--- src/rtl/bus_arbiter.sv ---
// Two-initiator serial bus arbiter/sequencer: grants one initiator, tracks address/data phases.
// Define ARB_TIMEOUT_EN to abort stalled transactions after TIMEOUT_CYCLES idle cycles.
module bus_arbiter #(
    parameter int ADDR_BITS = 16,
    parameter int DATA_BITS = 8
`ifdef ARB_TIMEOUT_EN
    ,
    parameter int TIMEOUT_CYCLES = 256
`endif
) (
    input  logic clk,
    input  logic rst,
    input  logic m1_req,
    input  logic m2_req,
    input  logic m1_rw,
    input  logic m2_rw,
    input  logic bus_m_valid,
    input  logic bus_s_valid,
    input  logic bus_s_ready,
    input  logic bus_s_ack,
    output logic m1_grant,
    output logic m2_grant,
    output logic bus_mode,
    output logic m1_done,
    output logic m2_done,
    output logic arb_err,
    output logic busy
);

    localparam int CW = $clog2(ADDR_BITS + 1);

    typedef enum logic [2:0] {IDLE, ADDR, WDATA, RDATA, WAIT_ACK, DONE} state_t;

    state_t         state_q, state_d;
    logic [CW-1:0]  bitCnt_q, bitCnt_d;
    logic           rw_q, rw_d;
    logic           ownerM2_q, ownerM2_d;
    logic           lastM2_q, lastM2_d;
    logic           m1Grant_q, m1Grant_d;
    logic           m2Grant_q, m2Grant_d;
    logic           mode_q, mode_d;
    logic           m1Done_q, m1Done_d;
    logic           m2Done_q, m2Done_d;
    logic           err_q, err_d;
    logic           busy_q, busy_d;
    logic           abort;

`ifdef ARB_TIMEOUT_EN
    localparam int TW = $clog2(TIMEOUT_CYCLES + 1);
    logic [TW-1:0]  tmo_q, tmo_d;
    logic           progress;

    // Any counted strobe or ack restarts the stall window.
    always_comb begin
        progress = ((state_q == ADDR)     && bus_m_valid) ||
                   ((state_q == WDATA)    && bus_m_valid) ||
                   ((state_q == RDATA)    && bus_s_valid && bus_s_ready) ||
                   ((state_q == WAIT_ACK) && bus_s_ack);
        abort    = (state_q inside {ADDR, WDATA, RDATA, WAIT_ACK}) && !progress &&
                   (tmo_q == TW'(TIMEOUT_CYCLES - 1));
    end
`else
    assign abort = 1'b0;
`endif

    always_comb begin
        state_d   = state_q;
        bitCnt_d  = bitCnt_q;
        rw_d      = rw_q;
        ownerM2_d = ownerM2_q;
        lastM2_d  = lastM2_q;

        case (state_q)
            IDLE: begin
                // On a tie the initiator that did not own the bus last time wins.
                if (m1_req && (!m2_req || lastM2_q)) begin
                    ownerM2_d = 1'b0;
                    rw_d      = m1_rw;
                    state_d   = ADDR;
                end else if (m2_req) begin
                    ownerM2_d = 1'b1;
                    rw_d      = m2_rw;
                    state_d   = ADDR;
                end
            end
            ADDR: begin
                if (bus_m_valid) begin
                    if (bitCnt_q == CW'(ADDR_BITS - 1))
                        state_d = rw_q ? WDATA : RDATA;
                    else
                        bitCnt_d = bitCnt_q + 1'b1;
                end
            end
            WDATA: begin
                if (bus_m_valid) begin
                    if (bitCnt_q == CW'(DATA_BITS - 1))
                        state_d = WAIT_ACK;
                    else
                        bitCnt_d = bitCnt_q + 1'b1;
                end
            end
            RDATA: begin
                if (bus_s_valid && bus_s_ready) begin
                    if (bitCnt_q == CW'(DATA_BITS - 1))
                        state_d = DONE;
                    else
                        bitCnt_d = bitCnt_q + 1'b1;
                end
            end
            WAIT_ACK: begin
                if (bus_s_ack)
                    state_d = DONE;
            end
            DONE: begin
                state_d = IDLE;
            end
            default: begin
                state_d = IDLE;
            end
        endcase

        if (abort)
            state_d = DONE;
        if (state_d != state_q)
            bitCnt_d = '0;
        if (state_d == DONE && state_q != DONE)
            lastM2_d = ownerM2_q;

        // Outputs are decoded from the next state so they register alongside it.
        m1Grant_d = (state_d inside {ADDR, WDATA, RDATA, WAIT_ACK}) && !ownerM2_d;
        m2Grant_d = (state_d inside {ADDR, WDATA, RDATA, WAIT_ACK}) &&  ownerM2_d;
        mode_d    = state_d inside {WDATA, RDATA, WAIT_ACK};
        m1Done_d  = (state_d == DONE) && !ownerM2_d;
        m2Done_d  = (state_d == DONE) &&  ownerM2_d;
        err_d     = abort;
        busy_d    = (state_d != IDLE);
    end

`ifdef ARB_TIMEOUT_EN
    always_comb begin
        tmo_d = tmo_q + 1'b1;
        if (state_d != state_q || progress)
            tmo_d = '0;
    end
`endif

    always_ff @(posedge clk) begin
        if (rst) begin
            state_q   <= IDLE;
            bitCnt_q  <= '0;
            rw_q      <= 1'b0;
            ownerM2_q <= 1'b0;
            lastM2_q  <= 1'b1;
            m1Grant_q <= 1'b0;
            m2Grant_q <= 1'b0;
            mode_q    <= 1'b0;
            m1Done_q  <= 1'b0;
            m2Done_q  <= 1'b0;
            err_q     <= 1'b0;
            busy_q    <= 1'b0;
`ifdef ARB_TIMEOUT_EN
            tmo_q     <= '0;
`endif
        end else begin
            state_q   <= state_d;
            bitCnt_q  <= bitCnt_d;
            rw_q      <= rw_d;
            ownerM2_q <= ownerM2_d;
            lastM2_q  <= lastM2_d;
            m1Grant_q <= m1Grant_d;
            m2Grant_q <= m2Grant_d;
            mode_q    <= mode_d;
            m1Done_q  <= m1Done_d;
            m2Done_q  <= m2Done_d;
            err_q     <= err_d;
            busy_q    <= busy_d;
`ifdef ARB_TIMEOUT_EN
            tmo_q     <= tmo_d;
`endif
        end
    end

    assign m1_grant = m1Grant_q;
    assign m2_grant = m2Grant_q;
    assign bus_mode = mode_q;
    assign m1_done  = m1Done_q;
    assign m2_done  = m2Done_q;
    assign arb_err  = err_q;
    assign busy     = busy_q;

endmodule
--- config.mk ---
export PLATFORM = sky130hd
export DESIGN_NAME = bus_arbiter
export DESIGN_NICKNAME = d
export VERILOG_FILES = /design/src/rtl/bus_arbiter.sv
export SDC_FILE = /design/constraint.sdc
export NUM_CORES = 1
export LEC_CHECK = 0
export ABC_AREA = 0
export BUFFER_PORTS_ARGS = -buffer_cell sky130_fd_sc_hd__buf_2
export CAP_MARGIN = 20
export CORE_MARGIN = 4
export CORE_UTILIZATION = 45
export DETAILED_ROUTE_END_ITERATION = 8
export PLACE_DENSITY = 0.76
export RECOVER_POWER = 25
export SLEW_MARGIN = 25
export SYNTH_ARGS = -nofsm -noshare
export SYNTH_HDL_FRONTEND = slang
export SYNTH_SLANG_ARGS = --single-unit
--- constraint.sdc ---
create_clock -name clk -period 5.8 [get_ports clk]
set_input_delay 1.16 -clock clk [delete_from_list [all_inputs] [get_ports clk]]
set_output_delay 1.16 -clock clk [all_outputs]
set_load 0.1 [all_outputs]
==> metrics, run 1 <==
area of the multi-input gates between 500 and 600 um2; die width 54.5 um; DRT Pass-1 Iters 4; Routed Antenna Nets 0; final hold vios 0; Post-Route WL just over 2000 um; layout cells sized above 1 0.190; # setup viols final 0; Total GRT Usage 0.167; crit start category input port; HPWL Detailed roughly 1500 um; Final #Nets around 140; largest net degree at the start of global routing 17; ANT cells 0; outcome finished clean; Most used DFF post-synth dfxtp_1; Worst Path Required 6.03 ns; Vias/cell 5.79; Clock Tree Buf Depth 2; Post-CTS Setup Inserts 0; Ys Warns 0; die area between 2000 and 3000 um2; synth cell count leaders dfxtp_1, nor2_1, a21oi_1; core area about 2000 um2; M3 GR Usage 0.0354; Cell Rows 16; Tcrit/Tclk final 0.406; IO Port Bufs 15; top cell type's share of synthesized area 0.350; HP Class flip-flop to flip-flop; fmax approximately 0.42 GHz; minimum clock period 2.36 ns; wire per inst approximately 13 um; Leakage 0.420 nW; Seq/Total Area, Yosys 0.350; Setup CP Type input port to flip-flop; TritonCTS clock tree done; Starting Density 0.486; number of DRC markers in iteration 0 22; most numerous cell in the Yosys netlist dfxtp_1; Syn Area/Cell ~8.6 um2; Final Wtd Congestion ~0.77; root buf cell clkbuf_4; power density cells 223 nW/um2; TritonCTS Sinks 17; Synth cell types between 40 and 50; Post-synth EDFFs 0; met1 GRT Util 0.204; total via count in the routed design 886; CTS resizes 0; M2 GR Usage 0.283; ys async rst share 0; Synth Instances 113; total grt overflow 0; Reg area 340 um2; # IOs 17; Yosys top cell by area dfxtp_1; fillers roughly 220; Vert. Die Dim around 54 um; Syn Nets 125; Seq cells post-synth 17; Sum Neg Setup Slack 0 ns; drt drc 0; RSZ-0062 raised after global routing no; vias in the first global route between 800 and 900; gr busiest metal met2; Synth area leaders dfxtp_1, a21oi_1, nor2_1; Worst Path Max Fanout 8; Worst Clk Skew 0.00699 ns; CTS H-Tree Depth 1; CTS Buf Count 3; max-cap viol count 0; Worst-Skew Late Latency a little under 0.3 ns; CP Capture Type flip-flop; global-route wire length before repair approximately 3600 um; Mapped Area 972 um2; CTS clk-pin slew, worst paths approximately 0.10 ns; initial antenna violation count 0; CP Data Arrival Time 2.58 ns; Max Slew Vio Count 0; Area Overhead vs Synth 10.0%; maximum VDD drop about 0.15 mV; Fin Hold WS around 0.49 ns; Post-CTS Hold Buffers 0
critical path, stage by stage:
cell	delay, ns
clkbuf_1	0.24
nand2b_1	0.11
a311o_1	0.44
or4_1	0.49
a21oi_1	0.14
registers in the layout (all words and copies together) (netlist names):
name / cells
state_q: 3
bitCnt_q: 5
bus_mode: 1
m2_grant: 1
busy: 1
lastM2_q: 1
ownerM2_q: 1
rw_q: 1
m1_done: 1
m2_done: 1
m1_grant: 1
metrics by stage:
| step | instance area [um2] | utilization | setup slack, ns | power [mW] | instances |
|---|---|---|---|---|---|
| after floorplan | 972 | - | 3.53 | 0.166 | 113 |
| after global placement | 1040 | 0.522 | 3.32 | 0.176 | 149 |
| after detailed placement | 1040 | 0.522 | 3.27 | 0.177 | 149 |
| after CTS | 1070 | 0.536 | 3.58 | 0.241 | 153 |
| after global routing | 1070 | 0.534 | 3.34 | 0.254 | 153 |
| final | 1070 | 0.534 | 3.44 | 0.238 | 153 |
report_power, final:
| group | switching, mW | internal (mW) | total [mW] |
|---|---|---|---|
| combinational | 0.0341 | 0.0148 | 0.0488 |
| sequential | 0.00403 | 0.121 | 0.125 |
| clock | 0.0385 | 0.0257 | 0.0642 |
| total | 0.0766 | 0.162 | 0.238 |
cell type report:
class                   count  area share
well taps                  27      0.0316
inverters                   4      0.0140
clock inverters             1     0.00468
clock buffers               3      0.0211
multi-input cells          86       0.543
repair buffers             15      0.0678
flip-flops and latches     17       0.318
routing by layer:
layer | up-vias | share of wire
li1 | 447 | -
met1 | 419 | 0.46
met2 | 18 | 0.49
met3 | 2 | 0.042
met4 | 0 | 0.0084
met5 | - | 0
worst paths after layout:
check | from | endpoint | slack (ns) | depth (start not counted)
setup reg to reg | bitCnt_q[0] | bitCnt_q[3] | 3.63 | 7
hold reg to reg | ownerM2_q | m1_done | 0.49 | 1
hold / removal | ownerM2_q | m1_done | 0.49 | 1
setup / recovery | bus_m_valid | bitCnt_q[3] | 3.44 | 5
logic make-up after synthesis:
| family | after synthesis | share of synthesized area |
|---|---|---|
| buffers and inverters | 10 | 0.0528 |
| AND/OR/NAND/NOR | 43 | 0.273 |
| other | 1 | 0.00386 |
| AO/OA/AOI/OAI | 36 | 0.254 |
| adder cells (fa/ha/maj) | 2 | 0.0257 |
| multiplexers | 4 | 0.0412 |
| flip-flops | 17 | 0.350 |
cell usage in the layout, fill, tap and decap left out, types with 2 or more instances in the layout:
cell type / synthesis / layout
dfxtp_1: 17 / 17
buf_2: 2 / 13
nor2_1: 11 / 11
a21oi_1: 9 / 9
o21ai_0: 7 / 7
nor3_1: 5 / 5
inv_1: 4 / 4
nand3_1: 4 / 4
mux2i_1: 4 / 4
or4_1: 3 / 3
o21bai_1: 3 / 3
clkbuf_4: 0 / 3
nor3b_1: 2 / 2
nand2b_1: 2 / 2
o31ai_1: 2 / 2
a311oi_1: 2 / 2
nand2_1: 2 / 2
o21a_1: 2 / 2
ha_1: 2 / 2
clkbuf_1: 1 / 2
(Power assumes the default switching activity.)
==> run 2, diff against run 1 <==
--- a/config.mk
+++ b/config.mk
@@ -5,7 +5,7 @@
 export SDC_FILE = /design/constraint.sdc
 export NUM_CORES = 1
 export LEC_CHECK = 0
-export ABC_AREA = 0
+export ABC_AREA = 1
 export BUFFER_PORTS_ARGS = -buffer_cell sky130_fd_sc_hd__buf_2
 export CAP_MARGIN = 20
 export CORE_MARGIN = 4
==> constraint.sdc (replaced) <==
create_clock -name clk -period 2.4 [get_ports clk]
set_input_delay 0.48 -clock clk [delete_from_list [all_inputs] [get_ports clk]]
set_output_delay 0.48 -clock clk [all_outputs]
set_load 0.1 [all_outputs]
==> run 2 against run 1 <==
Effect of this change: die area rose by 0.88%; worst setup slack lost 3.0 ns; final area rose by 2.9%; global-route usage decreased by 0.76 points; clock skew barely moved; first-iteration DRC count down 50%; synthesized cell count grew 29%; sequential power grew 140%; sequential share of layout area down 0.90 points; utilization grew 1.0 points; clock-buffer cell count unchanged; largest cell class unchanged.
==> metrics, run 2 <==
die area between 2000 and 3000 um2; Regs by FF count bitCnt_q: 5 flops, state_q: 3 flops; Setup CP Type flip-flop to output pin; Vias/cell around 4.8; Final #Nets 177; met1 WL about 900 um; Seq cells post-synth 17; Routed Antenna Nets 0; initial antenna violation count 0; wire per inst 10.5 um; area of the multi-input gates between 500 and 600 um2; Worst Path Max Fanout 1; Yosys top cell by area dfxtp_1; Area Overhead vs Synth 12.1%; Total GRT Usage 0.159; Max Slew Vio Count 0; HPWL Detailed around 1600 um; largest net degree at the start of global routing 11; power density cells 514 nW/um2; commonest non-fill, non-tap cells in the layout nand2_1, inv_1, nor2_1, dfxtp_1, buf_2; Synth Instances between 100 and 150; Clock Tree Buf Depth 2; Ys Warns 0; Buf+Inv Stages, Crit Path 1; Mapped Area ~1000 um2; root buf cell clkbuf_4; vias in the first global route between 800 and 900; minimum clock period 1.94 ns; total grt overflow 0; FF-to-FF Start bitCnt_q[0]; fmax 0.514 GHz; ANT cells 0; Most flops, register bitCnt_q; TritonCTS clock tree done; DRT Pass-1 Iters 4; commonest non-fill, non-tap cell in the layout nand2_1; number of DRC markers in iteration 0 11; most numerous cell in the Yosys netlist nand2_1; Worst-Skew Late Latency 0.29 ns; fillers 202; CTS clk-pin slew, worst paths ~0.10 ns; global-route wire length before repair between 3000 and 4000 um; Post-Route WL around 2000 um; Tcrit/Tclk final 0.810; ys async rst share 0; maximum VDD drop 0.344 mV; Syn Area/Cell ~6.7 um2; placed cell count 187; # setup viols final 0; Synth cell types 22; IO Port Bufs 15; Syn Nets around 160; CTS H-Tree Depth 1; Reg area around 340 um2; Worst R2R Path Depth 13; layout cells sized above 1 0.201; Seq/Total Area, Yosys 0.346; Starting Density 0.486; Leakage around 0.61 nW; Synth area leaders dfxtp_1, nand2_1, inv_1; synth cell count leaders nand2_1, inv_1, nor2_1; Slowest-stage cell, CP clkbuf_1; outcome finished clean; Vert. Die Dim around 55 um; WHS Endpoint state_q[0]; cell family with most CP delay buffers and inverters; Final Wtd Congestion approximately 0.86; Most used DFF post-synth dfxtp_1; total via count in the routed design approximately 910; Post-CTS Setup Inserts 0; top cell type's share of synthesized area 0.346; max reg flops 5; CTS resizes 0; CTS Buf Count 3; CP Data Arrival Time 1.46 ns; Post-CTS Hold Buffers 0; CP Capture Type output pin; flop2flop setup slack between 0.5 and 0.6 ns; Cell Chain, Critical Path clkbuf_1; top sig layer met4; worst stage delay on the critical path 0.86 ns; routed wl met2 984 um; RSZ-0062 raised after global routing no; drt drc 0; Worst Path Required around 1.9 ns; Worst Clk Skew 0.00684 ns; crit start category flip-flop; Post-synth EDFFs 0; core area ~2000 um2; die width roughly 55 um; measured slew at the worst slew-check pin approximately 1.2 ns; TritonCTS Sinks 17; final hold vios 0; # IOs 17; WL met3 ~86 um; Worst slew margin 0.225; FF-to-FF End m2_grant; Hold Path Stages 2; max-cap viol count 0; Sum Neg Setup Slack 0 ns; Cell Rows 16; Cell Count, Final, Fillers Out approximately 190; HP Start rst; Fin Hold WS about 0.44 ns; HP Class input port to flip-flop
==> run 2: changes by cell type after synthesis, moves of 3 or more <==
cell | previous run | this run
nand2_2 | 0 | 4
o21ai_0 | 7 | 2
nand4_1 | 0 | 8
o21bai_1 | 3 | 0
inv_1 | 4 | 27
a21oi_1 | 9 | 4
nand2_1 | 2 | 36
nand3_1 | 4 | 8
nor3_1 | 5 | 0
mux2i_1 | 4 | 0
or4_1 | 3 | 0
nand3_2 | 1 | 6
nor2_1 | 11 | 18
==> run 2: through the flow <==
| stage | setup slack (ns) | cell area (um2) | total power [mW] | utilization |
|---|---|---|---|---|
| 2_1_floorplan | 0.766 | 982 | 0.400 | - |
| 3_3_place_gp | 0.662 | 1080 | 0.422 | 0.536 |
| 3_5_place_dp | 0.622 | 1080 | 0.424 | 0.536 |
| 4_1_cts | 0.602 | 1110 | 0.577 | 0.550 |
| 5_1_grt | 0.415 | 1100 | 0.596 | 0.545 |
| 6_report | 0.456 | 1100 | 0.566 | 0.545 |
==> run 2: cell families (layout without fill, tap and decap cells) <==
| family | after synthesis | in the layout | synth area share |
|---|---|---|---|
| fa+ha+maj | 2 | 2 | 0.0255 |
| xor+xnor | 1 | 1 | 0.00892 |
| compound gates | 9 | 9 | 0.0510 |
| other cells | 1 | 1 | 0.00382 |
| simple gates | 86 | 86 | 0.446 |
| buf+inv | 30 | 48 | 0.118 |
| flops | 17 | 17 | 0.347 |
==> run 2: where the power goes <==
| part | switching (mW) | internal [mW] | leakage, nW |
|---|---|---|---|
| clock | 0.0881 | 0.0619 | 0.0177 |
| combinational | 0.0879 | 0.0288 | 0.450 |
| sequential | 0.00751 | 0.292 | 0.138 |
| total | 0.183 | 0.383 | 0.607 |
==> run 2: area by class of cell <==
class | count | share of cell area
Inverter | 29 | 0.0989
Sequential cell | 17 | 0.309
Clock inverter | 1 | 0.00455
Timing Repair Buffer | 15 | 0.0659
Multi-Input combinational cell | 99 | 0.470
Clock buffer | 3 | 0.0205
Tap cell | 27 | 0.0307
==> run 2: worst max-delay path by stage <==
stage | startpoint | end | depth (start not counted)
global placement | bitCnt_q[0] | m1_grant | 13
finish | bus_mode | bus_mode | 1
global route | bus_mode | bus_mode | 1
CTS | bitCnt_q[0] | m2_grant | 13
floorplan | bitCnt_q[0] | m1_grant | 13
detailed placement | bitCnt_q[0] | m1_grant | 13
==> run 2: per-layer routing <==
metal | up-vias | track usage
met3 | 4 | 0.0245
met5 | - | 0
li1 | 491 | -
met1 | 399 | 0.194
met4 | 0 | 0.0830
met2 | 17 | 0.266
